`src/rtl/gmii_tx_preamble_ifg.sv`:
```
// GMII transmit framer: prefixes FCS-complete frames with preamble/SFD through a fixed-latency
// delay line, enforces a minimum output inter-frame gap and drops frames that start too early.
//
// state | meaning
// IDLE  | line idle, ready to accept a new start of frame
// PRE   | emitting 0x55 preamble bytes, then the 0xD5 SFD
// DATA  | forwarding delay-line bytes while their keep flag is set
// GAP   | holding the line idle to complete the inter-frame gap
module gmii_tx_preamble_ifg #(
  parameter int PREAMBLE_LEN = 7,
  parameter int IFG_BYTES    = 12,
  parameter int CNT_W        = 16
) (
  input  logic             clk,
  input  logic             rst,
  input  logic             gmii_dv_in,
  input  logic [7:0]       gmii_data_in,
  output logic             gmii_tx_en,
  output logic [7:0]       gmii_txd,
  output logic             drop_pulse,
  output logic [CNT_W-1:0] frames_sent,
  output logic [CNT_W-1:0] frames_dropped
);

  localparam int         DEPTH    = PREAMBLE_LEN + 1;
  localparam logic [3:0] PRE_LAST = 4'(PREAMBLE_LEN - 1);
  localparam logic [7:0] GAP_LAST = 8'(IFG_BYTES - 1);

  typedef enum logic [1:0] {IDLE, PRE, DATA, GAP} state_t;

  state_t     state;
  logic       dv_prev;
  logic       in_frame;
  logic [3:0] pre_cnt;
  logic [7:0] gap_cnt;
  logic [8:0] dline [DEPTH];

  logic sof;
  logic accept;
  logic keep_in;

  assign sof     = gmii_dv_in & ~dv_prev;
  assign accept  = sof & (state == IDLE);
  assign keep_in = gmii_dv_in & (sof ? accept : in_frame);

  // Each stage holds {keep, data}; the output stage lines up with the end of the SFD.
  always_ff @(posedge clk) begin
    if (rst) begin
      for (int i = 0; i < DEPTH; i++) dline[i] <= '0;
    end else begin
      dline[0] <= {keep_in, gmii_data_in};
      for (int i = 1; i < DEPTH; i++) dline[i] <= dline[i-1];
    end
  end

  always_ff @(posedge clk) begin
    if (rst) begin
      state          <= IDLE;
      dv_prev        <= 1'b1;
      in_frame       <= 1'b0;
      pre_cnt        <= '0;
      gap_cnt        <= '0;
      gmii_tx_en     <= 1'b0;
      gmii_txd       <= 8'h00;
      drop_pulse     <= 1'b0;
      frames_sent    <= '0;
      frames_dropped <= '0;
    end else begin
      dv_prev    <= gmii_dv_in;
      drop_pulse <= sof & ~accept;
      gmii_tx_en <= 1'b0;
      gmii_txd   <= 8'h00;

      if (sof) in_frame <= accept;
      else if (!gmii_dv_in) in_frame <= 1'b0;

      if (sof && !accept && frames_dropped != '1)
        frames_dropped <= frames_dropped + CNT_W'(1);

      case (state)
        IDLE: begin
          if (accept) begin
            state      <= PRE;
            pre_cnt    <= '0;
            gmii_tx_en <= 1'b1;
            gmii_txd   <= 8'h55;
            if (frames_sent != '1) frames_sent <= frames_sent + CNT_W'(1);
          end
        end
        PRE: begin
          gmii_tx_en <= 1'b1;
          if (pre_cnt == PRE_LAST) begin
            gmii_txd <= 8'hD5;
            state    <= DATA;
          end else begin
            gmii_txd <= 8'h55;
            pre_cnt  <= pre_cnt + 4'd1;
          end
        end
        DATA: begin
          if (dline[DEPTH-1][8]) begin
            gmii_tx_en <= 1'b1;
            gmii_txd   <= dline[DEPTH-1][7:0];
          end else begin
            // this idle cycle is the first of the gap
            state   <= (IFG_BYTES == 1) ? IDLE : GAP;
            gap_cnt <= 8'd1;
          end
        end
        GAP: begin
          if (gap_cnt >= GAP_LAST) state <= IDLE;
          else gap_cnt <= gap_cnt + 8'd1;
        end
        default: state <= IDLE;
      endcase
    end
  end

endmodule

```
`config.mk`:
```
export PLATFORM = sky130hd
export DESIGN_NAME = gmii_tx_preamble_ifg
export DESIGN_NICKNAME = d
export VERILOG_FILES = /design/src/rtl/gmii_tx_preamble_ifg.sv
export SDC_FILE = /design/constraint.sdc
export NUM_CORES = 1
export LEC_CHECK = 0
export ABC_AREA = 1
export CORE_ASPECT_RATIO = 0.7
export CORE_MARGIN = 1
export CORE_UTILIZATION = 58
export CTS_BUF_LIST = sky130_fd_sc_hd__clkbuf_4 sky130_fd_sc_hd__clkbuf_8
export DETAILED_ROUTE_END_ITERATION = 6
export PLACE_DENSITY = 0.86
export SETUP_SLACK_MARGIN = 0.1
export SKIP_CTS_REPAIR_TIMING = 1
export SYNTH_ARGS = -nofsm -noshare
export SYNTH_HDL_FRONTEND = slang
export SYNTH_SLANG_ARGS = --single-unit
```
`constraint.sdc`:
```
create_clock -name clk -period 1.7 [get_ports clk]
set_input_delay 0.51 -clock clk [delete_from_list [all_inputs] [get_ports clk]]
set_output_delay 0.51 -clock clk [all_outputs]
set_load 0.005 [all_outputs]
```
# Yosys cells after proc, flatten, opt, wreduce, memory -nomap -nowiden
# Memories as Yosys holds them, arrays and structs flattened.
# Cells that the tools add are included.
[classes] add_sub_neg=4 div_mod_pow=0 eq_ne=13 n_shift=0 reduce_logical=10 order_cmp=1 n_mux=32 bitwise=14 multipliers=0
[op_table] op="2-to-1 mux 9 bit" count=8
[op_table] op="adder 16 x 1 -> 16 bit (second input constant)" count=2
[op_table] op="2-to-1 mux 8 bit" count=4
[op_table] op="!= test 16 bit (second input constant)" count=2
[op_table] op="one-hot mux 8 bit (3 select lines)" count=1
[op_table] op="one-hot mux 8 bit (2 select lines)" count=1
[op_table] op="!= test 2 bit (second input constant)" count=6
[op_table] op="AND reduction 3 bit" count=3
[op_table] op="adder 8 x 1 -> 8 bit (second input constant)" count=1
[op_table] op=">= comparator 8 x 4 -> 1 bit (second input constant)" count=1
[op_table] op="2-to-1 mux 1 bit" count=8
[op_table] op="2-to-1 mux 2 bit" count=4
[op_table] op="2-to-1 mux 4 bit" count=2
[op_table] op="bitwise OR 1 bit" count=8
[op_table] op="one-hot mux 2 bit (4 select lines)" count=1
[op_table] op="one-hot mux 4 bit (2 select lines)" count=1
[op_table] op="2-to-1 mux 7 bit" count=1
[op_table] op="adder 4 x 1 -> 4 bit (second input constant)" count=1
[op_table] op="bitwise AND 1 bit" count=4
[op_table] op="== test 2 bit (second input constant)" count=2
[op_table] op="== test 4 x 3 -> 1 bit (second input constant)" count=1
[op_table] op="AND reduction 4 bit" count=1
[op_table] op="nonzero test 2 bit" count=2
[op_table] op="one-hot mux 1 bit (3 select lines)" count=1
[op_table] op="other kinds (6)" count=8
[totals] ram_bits=72 out_inout_bits=42 wordCells=85 mem_bits_ro=0 latchBits=0 memories=1 register_bits=58
[memory_table] name="dline" words=8 width=9 rd=8 rd_clocked_by_memory_dff=0 wr=8 line_no="36" rtl="logic [8:0] dline [DEPTH];"

# Depth between registers and ports, before layout
[logic_depth] depth_word=6 mapped_depth=10

# Least setup slack after synthesis
# No wires, ideal clock.
[synth_timing] path_kind="reg2reg" from="reg frames_sent[0]" to="reg frames_sent[15]" stages_incl_launch_ff=10 setup_ps=141 t_arrival_ps=1382 synth_period_minus_slack_ps=1523 slack_ps=177 required_time_ps=1559 cell_sequence="dfxtp_1 ha_1 nand3_2 inv_2 nand2_4 nor2_1 nor2_4 buf_6 nand2_1 a21oi_2"
[synth_between] elab_chain_len=2
[synth_rtl] element="start: declaration" line_no="21" rtl="output logic [CNT_W-1:0] frames_sent,"
[synth_rtl] element="start signal: assignment" line_no="87" rtl="if (frames_sent != '1) frames_sent <= frames_sent + CNT_W'(1);"
[synth_rtl] element="branches (longest 2 deep; another with adder 16 x 1 -> 16 bit)"
# Several ways; the timed one is not identified.
# A chain may end at the register's enable or synchronous reset.

# Worst setup path in the final report
[layout_timing] from="reg state[0]" to="reg frames_sent[0]"
[layout_between] elab_chain_len=3
[layout_rtl] element="start: declaration" line_no="31" rtl="state_t state;"
[layout_rtl] element="start signal: assignment" line_no="106" rtl="state <= (IFG_BYTES == 1) ? IDLE : GAP;"
[layout_rtl] element="logical NOT 2 bit *" line_no="43, 80"
[layout_rtl] element="bitwise AND 1 bit" line_no="43" rtl="assign accept = sof & (state == IDLE);"
[layout_rtl] element="AND reduction 3 bit (no line) *"
# Every way passes the cells marked *; elsewhere a longest branch is shown, timed or not.

==> flow_summary_export.csv <==
group,metric,value,unit
worst_setup_path,cp_max_fo,5,
yosys,synth_warnings,0,
die,dieHeight,80.4,µm
timing,post-route-period-util,92.9,%
route,dr.pass1.iters,5,
timing,fmax,633,MHz
timing,worst_pin_slew,325,ps
clocking,htreeDepth,4,
timing,max_slew_margin,78.2,%
timing,finalCriticalPeriod,1580,ps
yosys,avgSynthCellArea,7.66,µm²
timing,hold_ws,407,ps
finish,drive_above_1_share,22.4,%
route,postRouteAntennaNets,0,
route,drt_iter0_drc,294,
global_routing,antenna_found_initial,0,
place,numPortBuffers,52,
yosys,yosysSeqAreaShare,51.2,%
route,finalWirelength,11700,µm
yosys,synth_fp_nets,685,
route,drcViolationCount,0,
clocking,path_clk_slew,70,ps
clocking,numCtsBuffers,17,
timing,slew_viol_final,0,
clocking,insertion_delay,440,ps
place,gp_congestion,0.871,
global_routing,overflow,0,
place,dp_hpwl,7060,µm
timing,clock-skew-final,8.66,ps
yosys,netlist_area,0.00509,mm²
clocking,clockRootBuffer,"clkbuf_8",
finish,syn_to_final_growth,34.1,%
clocking,clock-sinks,130,
timing,hold_viol_final,0,
die,die-area,0.00915,mm²
worst_setup_path,critPathKind,"reg2reg",
job,drv_cap,0,
clocking,cts_tree,"yes",
worst_setup_path,critPathRequiredTime,2040,ps
die,initial_core_util,60.0,%
worst_setup_path,arrival,1910,ps
finish,diodes,0,
status,status,"finished clean",
pwr,power_density,1050,mW/mm²
yosys,ys_types,32,
timing,rsz0062_at_grt,"no",
worst_setup_path,end_kind,"flop",
route,viasPerCell,4.92,
die,design.core.area,0.00848,mm²
die,chipWidth,114,µm
timing,setup_violations,0,
global_routing,grt_max_degree,48,
pwr,leakage,3.47,nW
yosys,ys_ff_latch,130,
route,wl_per_cell,13.0,µm
timing,setup_ws,121,ps
finish,fin_nets,786,
global_routing,grt_pass1_vias,4049,
worst_setup_path,crit_path_start_kind,"flop",
global_routing,track_usage,24.7,%
yosys,synthCells,664,
global_routing,grt_pass1_wl,17400,µm
clocking,clockBufferDepth,2,
die,std_cell_rows,28,
place,place_ws,-290,ps
min_path,hp-class,"reg2reg",
pwr,ir_drop,0.894,mV
route,vias,4411,
die,ios,53,
sequential cells by signal, indices dropped and copies added, names as in the netlist:
| signal | cells |
|---|---|
| pre_cnt | 4 |
| dline | 72 |
| frames_sent | 16 |
| gmii_tx_en | 1 |
| gap_cnt | 8 |
| drop_pulse | 1 |
| frames_dropped | 16 |
| state | 2 |
| gmii_txd | 8 |
| in_frame | 1 |
| dv_prev | 1 |
critical path, stage by stage, from the launching register on:
cell	delay, ps
dfxtp_4	370
inv_1	110
ha_4	180
inv_1	50
nor2_2	140
buf_4	140
o21ai_4	70
buf_4	170
o21ai_0	170
nor2_1	60
where the power goes:
part	switching [mW]	total [mW]	internal, mW
Combinational	0.626	1.08	0.459
Sequential	0.130	3.30	3.17
Clock	1.22	2.79	1.57
synth_stat cells:
| master | number | area share (%) |
|---|---|---|
| a21oi_1 | 15 | 1.5 |
| a21oi_2 | 16 | 2.8 |
| and3_1 | 1 | 0.12 |
| buf_6 | 4 | 0.89 |
| clkbuf_1 | 13 | 0.96 |
| clkinv_1 | 1 | 0.074 |
| dfxtp_1 | 130 | 51 |
| ha_1 | 10 | 2.5 |
| inv_1 | 109 | 8.0 |
| inv_2 | 2 | 0.15 |
| nand2_1 | 126 | 9.3 |
| nand2_2 | 7 | 0.86 |
| nand2_4 | 1 | 0.22 |
| nand3_1 | 25 | 2.5 |
| nand3_2 | 1 | 0.20 |
| nand3b_1 | 2 | 0.30 |
| nand4_1 | 9 | 1.1 |
| nor2_1 | 147 | 11 |
| nor2_2 | 5 | 0.62 |
| nor2_4 | 3 | 0.66 |
| nor3_1 | 1 | 0.098 |
| nor3_2 | 1 | 0.20 |
| nor3b_1 | 2 | 0.30 |
| o211a_1 | 1 | 0.20 |
| o21ai_0 | 12 | 1.2 |
| o21ai_1 | 2 | 0.20 |
| o21ai_2 | 1 | 0.17 |
| o21ai_4 | 1 | 0.32 |
| o21bai_1 | 1 | 0.15 |
| or2_2 | 1 | 0.12 |
| xnor2_1 | 6 | 1.0 |
| xor2_1 | 8 | 1.4 |
cell families (layout without fill, tap and decap cells):
kind of cell             Yosys count  after routing  synth area share (%)
AND/OR/NAND/NOR                  332            332                  27.4
adder cells (fa/ha/maj)           10             10                  2.46
XOR/XNOR                          14             14                  2.41
flip-flops                       130            130                  51.2
buffers and inverters            129            242                  10.1
AO/OA/AOI/OAI                     49             49                  6.45
final timing paths:
| check | startpoint | to | slack (ps) | cells after the start |
|---|---|---|---|---|
| worst min-delay path | dline[0][18]$_SDFF_PP0_ | dline[0][27]$_SDFF_PP0_ | 410 | 2 |
| worst max register to register | state[0]$_SDFFE_PP0P_ | frames_sent[0]$_SDFFE_PP0P_ | 120 | 9 |
| worst min register to register | dline[0][18]$_SDFF_PP0_ | dline[0][27]$_SDFF_PP0_ | 410 | 2 |
| worst max-delay path | state[0]$_SDFFE_PP0P_ | frames_sent[0]$_SDFFE_PP0P_ | 120 | 9 |
placed cells by master, fill, tap and decap left out, types with 3 or more instances in the layout:
cell             Yosys  routed
a21oi_1             15      14
a21oi_2             16      17
buf_12               0       4
buf_4                0      41
buf_6                4       3
bufinv_16            0       3
clkbuf_8             0      20
clkdlybuf4s50_1      0       9
clkinv_4             0       3
dfxtp_1            130      94
dfxtp_2              0      13
dfxtp_4              0      23
dlymetal6s2s_1       0      41
ha_1                10       6
ha_4                 0       3
inv_1              109     108
inv_2                2       3
nand2_1            126     122
nand2_2              7       8
nand2_4              1       4
nand3_1             25      25
nand4_1              9       9
nor2_1             147     139
nor2_2               5      12
nor2_4               3       4
o21ai_0             12      11
o21ai_4              1       3
xnor2_1              6       6
xor2_1               8       8
cell type report:
cell class,count,area [µm²]
Clock buffer,20,275
Clock inverter,11,151
Fill cell,551,1660
Inverter,112,420
Multi-Input combinational cell,405,2090
Sequential cell,130,2710
Tap cell,120,150
Timing Repair Buffer,99,1030
stage by stage:
| step | util, % | power [mW] | TNS, ps | cells | cell area [µm²] |
|---|---|---|---|---|---|
| floorplan | - | 3.95 | 0 | 664 | 5090 |
| global placement | 69.2 | 4.19 | -6440 | 843 | 5870 |
| detailed placement | 69.2 | 4.25 | -8270 | 843 | 5870 |
| CTS | 74.2 | 7.03 | -8290 | 874 | 6290 |
| global route | 80.5 | 7.48 | 0 | 897 | 6820 |
| finish | 80.5 | 7.18 | 0 | 897 | 6820 |
routing by layer:
metal | vias up | share of wire [%] | track usage (%)
li1 | 2203 | - | -
met1 | 2022 | 42 | 27.3
met2 | 156 | 50 | 43.8
met3 | 30 | 5.5 | 6.49
met4 | 0 | 2.1 | 13.8
met5 | - | 0 | 0
Note: power is estimated with default switching activity, not from simulation.
